$ cat config.mk
export PLATFORM = sky130hd
export DESIGN_NAME = memb_stream_reader_flat
export DESIGN_NICKNAME = d
export VERILOG_FILES = /design/src/rtl/memxfer_pkg.sv /design/src/rtl/memb_stream_reader_if.sv /design/src/rtl/memb_out_fifo.sv /design/src/rtl/memb_stream_reader.sv /design/src/flat_wrapper.sv
export SDC_FILE = /design/constraint.sdc
export NUM_CORES = 1
export LEC_CHECK = 0
export CAP_MARGIN = 40
export CORE_MARGIN = 2
export CORE_UTILIZATION = 35
export DETAILED_ROUTE_END_ITERATION = 16
export GPL_TIMING_DRIVEN = 0
export HOLD_SLACK_MARGIN = 0.03
export PLACE_DENSITY_LB_ADDON = 0.1
export SLEW_MARGIN = 10
export SYNTH_ARGS = -nofsm -noshare
export SYNTH_HDL_FRONTEND = slang
export SYNTH_SLANG_ARGS = --single-unit
export TNS_END_PERCENT = 10
$ cat constraint.sdc
create_clock -name clock -period 2.06 [get_ports clock]
set_clock_uncertainty 0.15 [all_clocks]
set_input_delay 0.309 -clock clock [delete_from_list [all_inputs] [get_ports clock]]
set_output_delay 0.309 -clock clock [all_outputs]
set_load 0.005 [all_outputs]
$ cat src/rtl/memxfer_pkg.sv
// Shared definitions for the memory-transfer datapath: widths, drain-stage states,
// output FIFO entry layout and the count saturation helper.
package memxfer_pkg;

    localparam int unsigned DATA_W = 8;
    localparam int unsigned ADDR_W = 3;
    localparam int unsigned DEPTH  = 2 ** ADDR_W;
    localparam int unsigned CNT_W  = ADDR_W + 1;
    localparam int unsigned CSUM_W = DATA_W;
    localparam int unsigned OCC_W  = 2;

    typedef enum logic [1:0] {
        IDLE,
        RUN,
        DRAIN,
        DONE
    } state_t;

    typedef struct packed {
        logic              last;
        logic [DATA_W-1:0] data;
    } fifo_entry_t;

    // Word count clamped to the memory depth.
    function automatic logic [CNT_W-1:0] sat_count(input logic [CNT_W-1:0] cnt);
        return (cnt > CNT_W'(DEPTH)) ? CNT_W'(DEPTH) : cnt;
    endfunction

endpackage

$ cat src/rtl/memb_stream_reader_if.sv
// Bus bundle of the memory B drain stage: control, memory B read port,
// output stream and status.
interface memb_stream_reader_if;
    import memxfer_pkg::*;

    logic              start;
    logic [CNT_W-1:0]  count;
    logic              rd_en;
    logic [ADDR_W-1:0] rd_addr;
    logic [DATA_W-1:0] rd_data;
    logic [DATA_W-1:0] dout;
    logic              dout_valid;
    logic              dout_ready;
    logic              dout_last;
    logic              busy;
    logic              done;
    logic [CSUM_W-1:0] checksum;

    modport master (
        input  start, count, rd_data, dout_ready,
        output rd_en, rd_addr, dout, dout_valid, dout_last, busy, done, checksum
    );

    modport slave (
        output start, count, rd_data, dout_ready,
        input  rd_en, rd_addr, dout, dout_valid, dout_last, busy, done, checksum
    );

endinterface

$ cat src/rtl/memb_out_fifo.sv
// Two-entry shift FIFO buffering memory B words; the head entry and its
// valid flag are registered so the stream outputs come straight from flops.
module memb_out_fifo
    import memxfer_pkg::*;
(
    input  logic             clock,
    input  logic             reset,
    input  logic             push,
    input  fifo_entry_t      push_entry,
    input  logic             pop,
    output logic [OCC_W-1:0] occ,
    output logic             head_valid,
    output fifo_entry_t      head
);

    fifo_entry_t      head_q, head_d;
    fifo_entry_t      tail_q, tail_d;
    logic [OCC_W-1:0] occ_q, occ_d;
    logic             valid_q;

    // Pop shifts the tail forward (emptied slots read as zero), then push fills the first free slot.
    always_comb begin
        head_d = head_q;
        tail_d = tail_q;
        occ_d  = occ_q;
        if (pop) begin
            head_d = tail_q;
            tail_d = '0;
            occ_d  = occ_q - OCC_W'(1);
        end
        if (push) begin
            if (occ_d == '0) begin
                head_d = push_entry;
            end else begin
                tail_d = push_entry;
            end
            occ_d = occ_d + OCC_W'(1);
        end
    end

    always_ff @(posedge clock or negedge reset) begin
        if (!reset) begin
            head_q  <= '0;
            tail_q  <= '0;
            occ_q   <= '0;
            valid_q <= 1'b0;
        end else begin
            head_q  <= head_d;
            tail_q  <= tail_d;
            occ_q   <= occ_d;
            valid_q <= (occ_d != '0);
        end
    end

    assign occ        = occ_q;
    assign head_valid = valid_q;
    assign head       = head_q;

endmodule

$ cat src/rtl/memb_stream_reader.sv
// Memory B drain stage: reads n = min(count, DEPTH) words from address 0 upward and
// streams them on valid/ready with a last marker, done pulse and running checksum.
module memb_stream_reader
    import memxfer_pkg::*;
(
    input  logic                 clock,
    input  logic                 reset,
    memb_stream_reader_if.master bus
);

    state_t            state_q, state_d;
    logic [CNT_W-1:0]  n_q, n_d;
    logic [CNT_W-1:0]  issued_q, issued_d;
    logic [CNT_W-1:0]  sat_c;
    logic [ADDR_W-1:0] addr_q, addr_d;
    logic [CSUM_W-1:0] csum_q, csum_d;
    logic              inflight_q, inflight_last_q;
    logic              busy_q, done_q;

    logic              pop_c, room_c, issue_c, last_issue_c, drained_c;
    logic [OCC_W-1:0]  fifo_occ;
    logic              fifo_head_valid;
    fifo_entry_t       fifo_head;
    fifo_entry_t       push_entry;

    // Read data arrives one cycle after the strobe and is captured into the FIFO that cycle.
    always_comb begin
        push_entry.last = inflight_last_q;
        push_entry.data = bus.rd_data;
    end

    memb_out_fifo u_fifo (
        .clock      (clock),
        .reset      (reset),
        .push       (inflight_q),
        .push_entry (push_entry),
        .pop        (pop_c),
        .occ        (fifo_occ),
        .head_valid (fifo_head_valid),
        .head       (fifo_head)
    );

    // A new read may only issue if its word is guaranteed a slot even if the consumer stalls.
    always_comb begin
        pop_c        = fifo_head_valid & bus.dout_ready;
        room_c       = ((OCC_W+1)'(fifo_occ) + (OCC_W+1)'(inflight_q))
                       < ((OCC_W+1)'(2) + (OCC_W+1)'(pop_c));
        issue_c      = (state_q == RUN) && (issued_q < n_q) && room_c;
        last_issue_c = issue_c && (issued_q == n_q - CNT_W'(1));
        drained_c    = !inflight_q
                       && ((fifo_occ == '0) || ((fifo_occ == OCC_W'(1)) && pop_c));
    end

    always_comb begin
        state_d  = state_q;
        n_d      = n_q;
        issued_d = issued_q;
        addr_d   = addr_q;
        csum_d   = pop_c ? csum_q + fifo_head.data : csum_q;
        sat_c    = sat_count(bus.count);
        unique case (state_q)
            IDLE: begin
                if (bus.start) begin
                    n_d      = sat_c;
                    issued_d = '0;
                    addr_d   = '0;
                    csum_d   = '0;
                    state_d  = (sat_c == '0) ? DONE : RUN;
                end
            end
            RUN: begin
                // Address stops at n-1 so it never points past the burst.
                if (issue_c) begin
                    issued_d = issued_q + CNT_W'(1);
                    if (last_issue_c) begin
                        state_d = DRAIN;
                    end else begin
                        addr_d = addr_q + ADDR_W'(1);
                    end
                end
            end
            DRAIN: begin
                if (drained_c) begin
                    state_d = DONE;
                end
            end
            DONE:    state_d = IDLE;
            default: state_d = IDLE;
        endcase
    end

    always_ff @(posedge clock or negedge reset) begin
        if (!reset) begin
            state_q         <= IDLE;
            n_q             <= '0;
            issued_q        <= '0;
            addr_q          <= '0;
            csum_q          <= '0;
            inflight_q      <= 1'b0;
            inflight_last_q <= 1'b0;
            busy_q          <= 1'b0;
            done_q          <= 1'b0;
        end else begin
            state_q         <= state_d;
            n_q             <= n_d;
            issued_q        <= issued_d;
            addr_q          <= addr_d;
            csum_q          <= csum_d;
            inflight_q      <= issue_c;
            inflight_last_q <= last_issue_c;
            busy_q          <= (state_d != IDLE);
            done_q          <= (state_d == DONE);
        end
    end

    assign bus.rd_en      = issue_c;
    assign bus.rd_addr    = addr_q;
    assign bus.dout       = fifo_head.data;
    assign bus.dout_valid = fifo_head_valid;
    assign bus.dout_last  = fifo_head.last;
    assign bus.busy       = busy_q;
    assign bus.done       = done_q;
    assign bus.checksum   = csum_q;

endmodule

$ cat src/flat_wrapper.sv
// flat-port wrapper written by rule: the top's interface ports become plain ports
module memb_stream_reader_flat import memxfer_pkg::*;
  (clock, reset, bus_start, bus_count, bus_rd_data, bus_dout_ready, bus_rd_en, bus_rd_addr, bus_dout, bus_dout_valid, bus_dout_last, bus_busy, bus_done, bus_checksum);
  memb_stream_reader_if bus_i ();
  input  logic clock;
  input  logic reset;
  input wire logic [$bits(bus_i.start)-1:0] bus_start;
  input wire logic [$bits(bus_i.count)-1:0] bus_count;
  input wire logic [$bits(bus_i.rd_data)-1:0] bus_rd_data;
  input wire logic [$bits(bus_i.dout_ready)-1:0] bus_dout_ready;
  output wire logic [$bits(bus_i.rd_en)-1:0] bus_rd_en;
  output wire logic [$bits(bus_i.rd_addr)-1:0] bus_rd_addr;
  output wire logic [$bits(bus_i.dout)-1:0] bus_dout;
  output wire logic [$bits(bus_i.dout_valid)-1:0] bus_dout_valid;
  output wire logic [$bits(bus_i.dout_last)-1:0] bus_dout_last;
  output wire logic [$bits(bus_i.busy)-1:0] bus_busy;
  output wire logic [$bits(bus_i.done)-1:0] bus_done;
  output wire logic [$bits(bus_i.checksum)-1:0] bus_checksum;
  assign bus_i.start = bus_start;
  assign bus_i.count = bus_count;
  assign bus_i.rd_data = bus_rd_data;
  assign bus_i.dout_ready = bus_dout_ready;
  assign bus_rd_en = bus_i.rd_en;
  assign bus_rd_addr = bus_i.rd_addr;
  assign bus_dout = bus_i.dout;
  assign bus_dout_valid = bus_i.dout_valid;
  assign bus_dout_last = bus_i.dout_last;
  assign bus_busy = bus_i.busy;
  assign bus_done = bus_i.done;
  assign bus_checksum = bus_i.checksum;
  memb_stream_reader u_core (.clock(clock), .reset(reset), .bus(bus_i));
endmodule
## Word level (Yosys, flattened, before mapping)

Index checks and enable logic that the tools add are counted.

| word-level totals | value |
|---|---|
| register bits | 46 |
| input bits | 16 |
| word-level logic and storage cells | 78 |

| operators by class | value |
|---|---|
| add/subtract/negate cells | 8 |
| $lt $le $gt $ge | 3 |
| equal/unequal tests | 9 |
| multiplexer cells | 25 |
| bitwise operators | 1 |
| reduce and logical (&&, ||, !) cells | 17 |

Operators with widths:

| operator | number |
|---|---|
| $mux 9 | 6 |
| $mux 8 | 3 |
| $mux 2 | 7 |
| $mux 4 | 3 |
| $mux 3 | 3 |
| $add 8x8->8 | 1 |
| $pmux 2 s4 | 1 |
| $pmux 4 s2 | 1 |
| $eq 2x2->1 const B | 3 |
| $logic_not 2->1 | 3 |
| $pmux 3 s2 | 1 |
| $reduce_bool 2->1 | 3 |
| $logic_and 1x1->1 | 5 |
| $add 4x1->4 const B | 1 |
| $eq 2x1->1 const B | 2 |
| $eq 4x4->1 | 1 |
| $gt 4x4->1 const B | 1 |
| $logic_not 4->1 | 1 |
| $lt 4x4->1 | 1 |
| $ne 2x2->1 const B | 2 |
| $reduce_and 4->1 | 1 |
| $sub 4x1->4 const B | 1 |
| $add 2x1->3 | 1 |
| $add 2x1->3 const A | 1 |
| other kinds (10) | 10 |

## Depth between registers and ports, before layout

Gate-level depths: netlist of the first run.

| depth | value |
|---|---|
| depth after elaboration | 9 |
| depth in mapped cells | 10 |

## Modules after synthesis

Synthesis of the first run repeated with hierarchy kept, for this count alone.

| unflattened totals | value |
|---|---|
| cells, all modules | 245 |
| area total of the unflattened synthesis | 2622.5 um^2 |

Modules (own cells, without submodules):

| module | times used | cells an instance | area an instance (um^2) | seq. area each (um^2) |
|---|---|---|---|---|
| memb_stream_reader | 1 | 162 | 1616.6 | 625.6 |
| memb_out_fifo | 1 | 83 | 1006.0 | 525.5 |

## Worst setup path after synthesis of the first run

OpenSTA, ideal clock, no wires.

| timing path | value |
|---|---|
| path type | reg-to-reg |
| from | register u_core.u_fifo.valid_q (netlist: u_core.u_fifo.head_valid) |
| to | register u_core.u_fifo.head_q (netlist bit u_core.u_fifo.head[7]) |
| arrival time | 1898 ps |
| data required time | 1774 ps |
| path slack | -125 ps |
| cell stages (with the launch flop) | 9 |
| buffers on the path | 3 |
| path through | dfrtp_1 and2_1 buf_2 xnor2_1 ha_1 and2_1 clkbuf_1 clkbuf_1 o21ai_0 |

RTL lines:

| what | RTL line | text |
|---|---|---|
| start, declared | memb_out_fifo.sv:19 | `logic valid_q;` |
| start signal, assigned | memb_out_fifo.sv:51 | `valid_q <= (occ_d != '0);` |
| end signal, assigned | memb_out_fifo.sv:43 | `head_q <= '0;` |
| end signal, assigned | memb_out_fifo.sv:48 | `head_q <= head_d;` |
| end, declared | memb_out_fifo.sv:16 | `fifo_entry_t head_q, head_d;` |

## Final worst setup path of the first run

| timing path | value |
|---|---|
| from | register u_core.n_q[1] |
| to | register u_core.addr_q[0] (netlist: u_core.bus.rd_addr[0]) |

| between the ends | value |
|---|---|
| longest elaborated chain between the ends | 6 |
| elaborated cells between the ends (all ways) | 9 |
| those cells by class | 1 x add/sub; 1 x order compare; 3 x eq/ne; 4 x reduce/logical |

RTL lines:

| what | RTL line | text |
|---|---|---|
| start, declared | memb_stream_reader.sv:12 | `logic [CNT_W-1:0] n_q, n_d;` |
| start signal, assigned | memb_stream_reader.sv:105 | `n_q <= n_d;` |
| parallel branches: the longest is 5 deep, another holds $sub 4x1->4 | n/a |  |
| $reduce_and 4->1 (no source line) (*) | n/a |  |
| end signal, assigned | memb_stream_reader.sv:107 | `addr_q <= addr_d;` |
| end, declared | memb_stream_reader.sv:15 | `logic [ADDR_W-1:0] addr_q, addr_d;` |

Mark *: on every way between the ends.
A chain may end at the register's enable or synchronous reset.

==> results of run 1 <==
[registers in the layout (all words and copies together) (netlist names)]
name,count
u_core.bus.busy,1
u_core.bus.checksum,8
u_core.bus.done,1
u_core.bus.rd_addr,3
u_core.inflight_last_q,1
u_core.inflight_q,1
u_core.issued_q,4
u_core.n_q,4
u_core.state_q,2
u_core.u_fifo.head,9
u_core.u_fifo.head_valid,1
u_core.u_fifo.occ,2
u_core.u_fifo.tail_q,9
[synthesized netlist by cell type (2+ instances only)]
cell	instances	area, sq um
dfrtp_1	46	1150
nand2_1	29	109
o21ai_0	23	115
ha_1	19	238
a21oi_1	13	65.1
inv_1	12	45.0
nor2_1	11	41.3
a22o_1	9	78.8
mux2i_1	9	90.1
nor2b_1	7	43.8
nor3_1	6	30.0
clkbuf_1	5	18.8
xnor2_1	5	43.8
nand3b_1	4	30.0
o21a_1	4	30.0
xor2_1	4	35.0
a211oi_1	3	22.5
and2_1	3	18.8
buf_1	3	11.3
nand3_1	3	15.0
o31ai_1	3	22.5
a21o_1	2	15.0
a22oi_1	2	15.0
and3_2	2	15.0
and4_1	2	17.5
buf_2	2	10.0
nand2b_1	2	12.5
nor4_1	2	12.5
nor4b_1	2	17.5
or3_1	2	12.5
or4_1	2	15.0
[critical path, cell delays in order, from the launching register on]
cell and delay, ns:
dfrtp_1 0.39, inv_1 0.10, ha_1 0.23, nor2b_1 0.15
o31a_1 0.30, o41ai_4 0.50, o22ai_1 0.17, nor3_2 0.19
[metal layers]
layer / share of wire / GRT usage / vias to the layer above
li1: - / - / 1025
met3: 0.031 / 0.0283 / 5
met2: 0.44 / 0.258 / 34
met5: 0 / 0 / -
met4: 0.011 / 0.0407 / 0
met1: 0.52 / 0.257 / 1003
[per-stage QoR]
step	std cells	power (mW)	setup WS, ns	area [sq um]	setup TNS, ns
after floorplan	256	3.58	-0.0421	2610	-0.128
after global placement	394	4.55	-1.09	3120	-63.29
after detailed placement	395	4.59	-0.830	3140	-21.74
after CTS	411	5.68	-0.218	3380	-0.635
after global routing	410	6.20	-0.324	3390	-3.26
final	410	5.64	-0.181	3390	-0.542
[how the worst max path moves through the flow]
stage | to | slack (ns) | startpoint | cells past startpoint
finish | u_core.bus.rd_addr[0]$_DFFE_PN0P_ | -0.18 | u_core.n_q[1]$_DFFE_PN0P_ | 7
global route | u_core.bus.rd_addr[0]$_DFFE_PN0P_ | -0.32 | u_core.n_q[1]$_DFFE_PN0P_ | 7
CTS | bus_rd_en | -0.22 | u_core.u_fifo.occ[0]$_DFF_PN0_ | 7
detailed placement | u_core.u_fifo.head[7]$_DFF_PN0_ | -0.83 | bus_dout_ready | 9
global placement | u_core.inflight_q$_DFF_PN0_ | -1.09 | reset | 1
floorplan | u_core.bus.rd_addr[0]$_DFFE_PN0P_ | -0.04 | u_core.issued_q[1]$_DFFE_PN0P_ | 6
[kinds of logic (layout without fill, tap and decap cells)]
| kind of cell | count (synthesis) | after routing | synth area share |
|---|---|---|---|
| AOI/OAI and AO/OA | 68 | 68 | 0.176 |
| xor gates and xnor gates | 10 | 10 | 0.0395 |
| adders and majority gates | 20 | 20 | 0.100 |
| buffers and inverters | 22 | 77 | 0.0331 |
| DFF | 46 | 46 | 0.448 |
| muxes | 9 | 9 | 0.0351 |
| and+or+nand+nor | 81 | 81 | 0.168 |
[power by group]
group          internal (mW)  switching (mW)
clock network          0.239           0.340
logic                   1.76            1.67
registers               1.29           0.339
total                   3.29            2.35
[what timing repair did]
| item | in CTS | in global routing |
|---|---|---|
| hold buffers | 1 | 0 |
| setup buffers | 8 | 0 |
| pin swaps | 6 | 1 |
| setup endpoints to repair | 37 | 37 |
| hold endpoints to repair | 12 | 0 |
| resized for setup | 28 | 9 |
[cell type report]
cell class / count / share of cell area
Multi-Input combinational cell: 188 / 0.425
Buffer: 8 / 0.0166
Tap cell: 99 / 0.0366
Sequential cell: 46 / 0.340
Clock inverter: 3 / 0.00628
Clock buffer: 5 / 0.0203
Inverter: 12 / 0.0133
Timing Repair Buffer: 49 / 0.142
==> results summary, run 1 <==
In this run the clock root is driven by a clkbuf_8. The clock transition time at the flip-flop clock pins of the worst setup and hold paths is 0.09 ns. For the worst flop-to-flop path, the logic depth is 7.

The routed design has between 6 and 7 mm of wire. The destination of the worst register-to-register timing path is u_core.bus.rd_addr[0]$_DFFE_PN0P_. The clock net sink count is 46. The transition time of the tightest slew-check pin is 0.730 ns. The number of violations reported at the end of detailed-routing iteration 0 came out at 80. Once routing completed, OpenROAD measured the worst setup slack at -0.181 ns. The area of the core came out at about 7200 sq um. The wire length of the first global-routing pass is 10.4 mm. The final hold slack is 0.280 ns. The upper clock frequency limit is roughly 0.45 GHz. The cell area after technology mapping is between 2000 and 3000 sq um. Synthesis inferred 46 register bits. The multi-input gate area in the final layout is between 1000 and 1500 sq um. The signal arrival time at the worst endpoint is around 2.3 ns. For the finished layout, the period the worst path requires is 2.24 ns. The detailed-route wire length per cell came out at roughly 15 um. The worst slew margin relative to its limit came out at 0.509. The number of global-route vias before repair came to between 2000 and 2500.

The power density over the cells came out at between 1500 and 2000 nW/um^2. The most common library cell in the layout ignoring fill and taps is dfrtp_1. The count of different cell masters after synthesis came out at 46. The initial antenna violation count came out at 0. The tightest min-delay check is of the input port to asynchronous set/reset pin type. Summed over all cells, the static leakage comes to roughly 1.5 nW. The detailed-route DRC error count came out at 0. The growth of design area from synthesis to finish is 32.0%. The proportion of layout cells with a drive suffix above 1 came out at 0.167. The y dimension of the die came out at about 90 um.

For this run, asynchronously set or reset flops after synthesis account for 1.00. Buffers placed on the I/O ports in this run total 39. Setup slack on the worst reg-to-reg path comes out at -0.18 ns. The number of pins with negative max-slew slack in the final report came out at 0.

The number of instances in the synthesized netlist is 256. Dividing the synthesized area by the synthesized cell count gives 10.0 sq um. The startpoint class of the critical path is a flip-flop. The routed via count divided by cell count came out at between 5 and 6. The data required time of the critical path came out at 2.14 ns. The effective utilization at floorplan came out at 0.358. In the global route stage, overall resource usage came out at 0.171. The global placer's final weighted congestion is 0.751.

The flow ran to the end, but the final reports show violations. The clock insertion delay at the later pin of the skew report came out at 0.31 ns. The ratio of final minimum period to clock period came out at 1.09. The sequential element share of the synthesized area came out at 0.448.

The H-tree depth is 2. The tool flagged a number of max-cap violations equal to 0. The checks that failed: negative setup slack. The total number of vias is between 2000 and 2500. The type of destination of the critical path is a flip-flop.

For this run, the number of Yosys warnings is 0. The synthesized netlist net count is 292. The core utilization of the finished layout is 0.472. In the final design database the tool counted about 350 nets.

The floorplan die width is approximately 90 um. Setup repair after global routing could not meet its margin everywhere. After filler insertion, the fill cell instance count of the layout stands at 696. The number of hold-slack violations in the final timing report came out at 0. The worst register-to-register path begins at u_core.n_q[1]$_DFFE_PN0P_.

Setup violations remaining at the end of the flow were counted as 7. The number of inserted diodes came out at 0. The CTS buffer count is 5. The aggregate global routing overflow is 0. Once detailed placement completed, the half-perimeter wirelength came to about 4.4 mm. The setup path with the least slack is of type flip-flop to flip-flop. The worst-case vdd ir drop came out at 0.621 mV. TritonCTS built the clock tree. For this run, the leading register cell type out of synthesis is dfrtp_1.

The die covers approximately 8000 sq um. In this run the deepest clock path goes through 2 buffers. Entering global routing, the biggest net connects 35 pins. The synthesized design contains 0 enable-type register cells. The final antenna-violating net count came out at 0. The first TritonRoute pass finished after 4 iterations. The I/O pin count is 40. The sequential cells in the finished layout cover a total of around 1200 sq um. The maximum fanout encountered on the critical timing path came out at 5. The top cell types in the final layout, fill and taps aside, are dfrtp_1 (44), clkdlybuf4s50_1 (37), nand2_1 (28). In this run the core area contains 31 standard-cell rows.
No activity file was read; power rests on OpenSTA's default activity.
==> run 2: changes to the inputs <==
--- a/config.mk
+++ b/config.mk
@@ -12,5 +12,5 @@
 export GPL_TIMING_DRIVEN = 0
 export HOLD_SLACK_MARGIN = 0.03
-export PLACE_DENSITY_LB_ADDON = 0.1
+export PLACE_DENSITY = 0.56
 export SLEW_MARGIN = 10
 export SYNTH_ARGS = -nofsm -noshare
==> constraint.sdc (replaced) <==
create_clock -name clock -period 2.06 [get_ports clock]
set_clock_uncertainty 0.15 [all_clocks]
set_input_delay 0.206 -clock clock [delete_from_list [all_inputs] [get_ports clock]]
set_output_delay 0.206 -clock clock [all_outputs]
set_load 0.005 [all_outputs]
==> run 2 against run 1 <==
  * The run still ends with negative setup slack left
  * Clock power is 19% higher
  * Combinational power up 3%
  * Count of clock-buffer cells in the layout grew 1
  * Core utilization up 0.94 points
  * Power grew 3.5%
  * Global-route usage is 0.21 points lower
  * First-iteration DRC count decreased by 5.0%
  * Setup slack gained 0.017 ns
  * Critical path depth increased by 1
  * Final cell count rose by 0.73%
  * Sequential power about the same
  * Largest power group unchanged
==> results summary, run 2 (synthesis gave the netlist of run 1 again) <==
The number of buffers and inverters on the critical path came out at 1. The clock transition time at the flip-flop clock pins of the worst setup and hold paths came out at around 0.10 ns. The critical path goes through ha_4 -> ha_4 -> nor4b_4 -> o211ai_2 -> o41ai_4 -> buf_4 -> o31ai_2 -> a21oi_1. In this run the power spent charging and discharging nets is between 2 and 2.5 mW. The detailed-route wire length per cell came out at ~15 um. Setup slack on the critical path of the routed design comes to -0.163 ns. The post-layout minimum cycle time is 2.22 ns.

The worst slew margin relative to its limit came out at 0.567. The number of inserted diodes is 0. The final antenna-violating net count came out at 0.

The worst-case vdd ir drop is 0.549 mV. Leaving out fill and tap cells, the most frequent cell in the layout is dfrtp_1. The critical path's largest stage delay is 0.47 ns. Input and output buffers added on the ports amount to 39. The clock root buffer is clkbuf_8. The share of power burned in the clock network came out at 0.118. The floorplan die width came out at around 90 um. The y dimension of the die is 89.7 um. TritonCTS built the clock tree. Of the total power, the share spent switching nets is 0.406. Across all layers, the routed design uses approximately 2100 vias. The flow ran to the end, but the final reports show violations. The clock passes through at most 2 buffers. The final hold slack came out at between 0.2 and 0.3 ns.

The setup-violating endpoint count in the final report came out at 8. The effective utilization at floorplan came out at 0.358. The floorplan step defined a die boundary enclosing between 8000 and 9000 sq um. At the worst endpoint, the arrival time is between 2 and 2.5 ns. The initial antenna violation count is 0. The clock net sink count is 46. The ratio of final minimum period to clock period came out at 1.08.

The number of fillers in the final layout came out at 691. The proportion of layout cells with a drive suffix above 1 is 0.175. The count of maximum capacitance violations came out at 0. The maximum fanout encountered on the critical timing path is 4. For this run the aggregate overflow at the end of global routing stands at 0. The maximum number of pins on one net before global-route repair is 26.

The I/O pin count is 40. In the global route stage, overall resource usage came out at 0.169. At the placement stage, the worst setup path has a slack of -0.738 ns. The worst min-delay path category is input port to asynchronous set/reset pin. On the critical path the largest part of the delay comes from compound AO/OA/AOI/OAI gates. The startpoint class of the critical path is a flip-flop.

The number of pins with negative max-slew slack in the final report came out at 0. The net total in the final layout is between 300 and 400. The upper clock frequency limit came out at approximately 0.45 GHz. The number of violations reported at the end of detailed-routing iteration 0 came out at 76. Leaving out fill and tap cells, the most frequent cells in the layout are dfrtp_1 (44), clkdlybuf4s50_1 (37), nand2_1 (29).

The global placer's final weighted congestion came out at around 0.8. The share of power burned in combinational logic came out at 0.603. The cell-internal power is about 3.5 mW. The cell that appears most often on the critical path is ha_4. STA classifies the critical path endpoint as a flip-flop. The final wirelength came out at between 6 and 7 mm.

Setup repair after global routing could not meet its margin everywhere. The floorplan has 31 rows. The leakage dissipation is 1.51 nW. The critical path is of the flip-flop to flip-flop type. The detailed-route DRC error count came out at 0. The count of TritonRoute iterations in the first routing pass is 4. Dividing total power by cell area gives a power density of between 1500 and 2000 nW/um^2. The master of the slowest instance on the critical path is o41ai_4. Compared with the post-synthesis result, the final layout area differs by 34.6%.

The transition time of the tightest slew-check pin is 0.644 ns. The share of total power dissipated in sequential elements is 0.280. The first global-routing pass estimated 10.3 mm of wire. The routed via count divided by cell count came out at around 5.1.

The clock insertion delay at the later pin of the skew report came out at 0.30 ns. The checks that failed: negative setup slack. The completed layout was analyzed and its total power is ~6 mW. The number of hold-slack violations in the final timing report is 0. STA puts the critical path data required time at between 2 and 2.5 ns.

The H-tree depth is 2. The number of clock buffers added by TritonCTS is 5. The area of the core came out at 7180 sq um.

The HPWL after detailed placement is 4.40 mm. The number of global-route vias before repair is 2045.
==> run 2: changes by cell type in the layout (fill, tap and decap cells not counted), sizes merged <==
cell,previous run,this run
buf,14,19
bufinv,0,1
clkbuf,10,9
clkinv,2,0
==> run 2: layout make-up <==
type / instances / area, sq um / area share
buffer: 8 / 60.1 / 0.0174
multi-input combinational: 188 / 1460 / 0.424
timing repair buffer: 52 / 499 / 0.144
tap: 99 / 124 / 0.0358
clock buffer: 6 / 72.6 / 0.0210
inverter: 12 / 45.0 / 0.0130
sequential: 46 / 1150 / 0.334
clock inverter: 2 / 37.5 / 0.0109
==> run 2: per-layer routing <==
| layer | track usage | up-vias | share of wire | routed length, um |
|---|---|---|---|---|
| met2 | 0.254 | 28 | 0.45 | 2850 |
| met4 | 0.0448 | 0 | 0.012 | 76 |
| met1 | 0.252 | 1039 | 0.51 | 3190 |
| li1 | - | 1029 | - | - |
| met5 | 0 | - | 0 | 0 |
| met3 | 0.0283 | 6 | 0.026 | 162 |
==> run 2: path summary, 6_finish.rpt <==
path / startpoint / end / slack (ns) / cells after the start
setup / recovery: u_core.inflight_q$_DFF_PN0_ / u_core.bus.rd_addr[2]$_DFFE_PN0P_ / -0.16 / 8
hold / removal: reset / u_core.bus.checksum[6]$_DFF_PN0_ / 0.26 / 2
min in group clock: bus_rd_data[0] / u_core.u_fifo.head[0]$_DFF_PN0_ / 0.33 / 3
max in group asynchronous: reset / u_core.u_fifo.occ[0]$_DFF_PN0_ / 0.97 / 3
setup reg to reg: u_core.inflight_q$_DFF_PN0_ / u_core.bus.rd_addr[2]$_DFFE_PN0P_ / -0.16 / 8
hold reg to reg: u_core.u_fifo.tail_q[8]$_DFF_PN0_ / u_core.u_fifo.tail_q[8]$_DFF_PN0_ / 0.36 / 1
==> run 2: per-stage QoR <==
stage	instance area [sq um]	TNS, ns	std cells	utilization
2_1_floorplan	2610	-0.128	256	-
3_3_place_gp	3120	-52.96	394	0.435
3_5_place_dp	3140	-17.88	395	0.437
4_1_cts	3390	-0.597	409	0.473
5_1_grt	3460	-3.37	413	0.482
6_report	3460	-0.585	413	0.482
==> run 2: power groups by stage <==
stage / registers, mW / clock network (mW) / logic, mW
2_1_floorplan: 1.60 / 0 / 1.98
6_report: 1.63 / 0.688 / 3.52
3_5_place_dp: 1.68 / 0 / 2.90
3_3_place_gp: 1.67 / 0 / 2.87
5_1_grt: 1.69 / 0.756 / 3.94
4_1_cts: 1.63 / 0.709 / 3.38
==> run 2: what timing repair did <==
item                                    4_1_cts  5_1_grt
hold buffers                                  1        0
resized for setup                            26       15
buffers inserted                              6        5
hold endpoints to repair                     21        0
endpoints found under the setup margin       37       36
pin swaps                                     5        4
==> run 2: worst register-to-register path, stage by stage (launching register included) <==
cell,delay [ns]
dfrtp_2,0.43
ha_4,0.17
ha_4,0.15
nor4b_4,0.24
o211ai_2,0.18
o41ai_4,0.47
buf_4,0.19
o31ai_2,0.06
a21oi_1,0.14
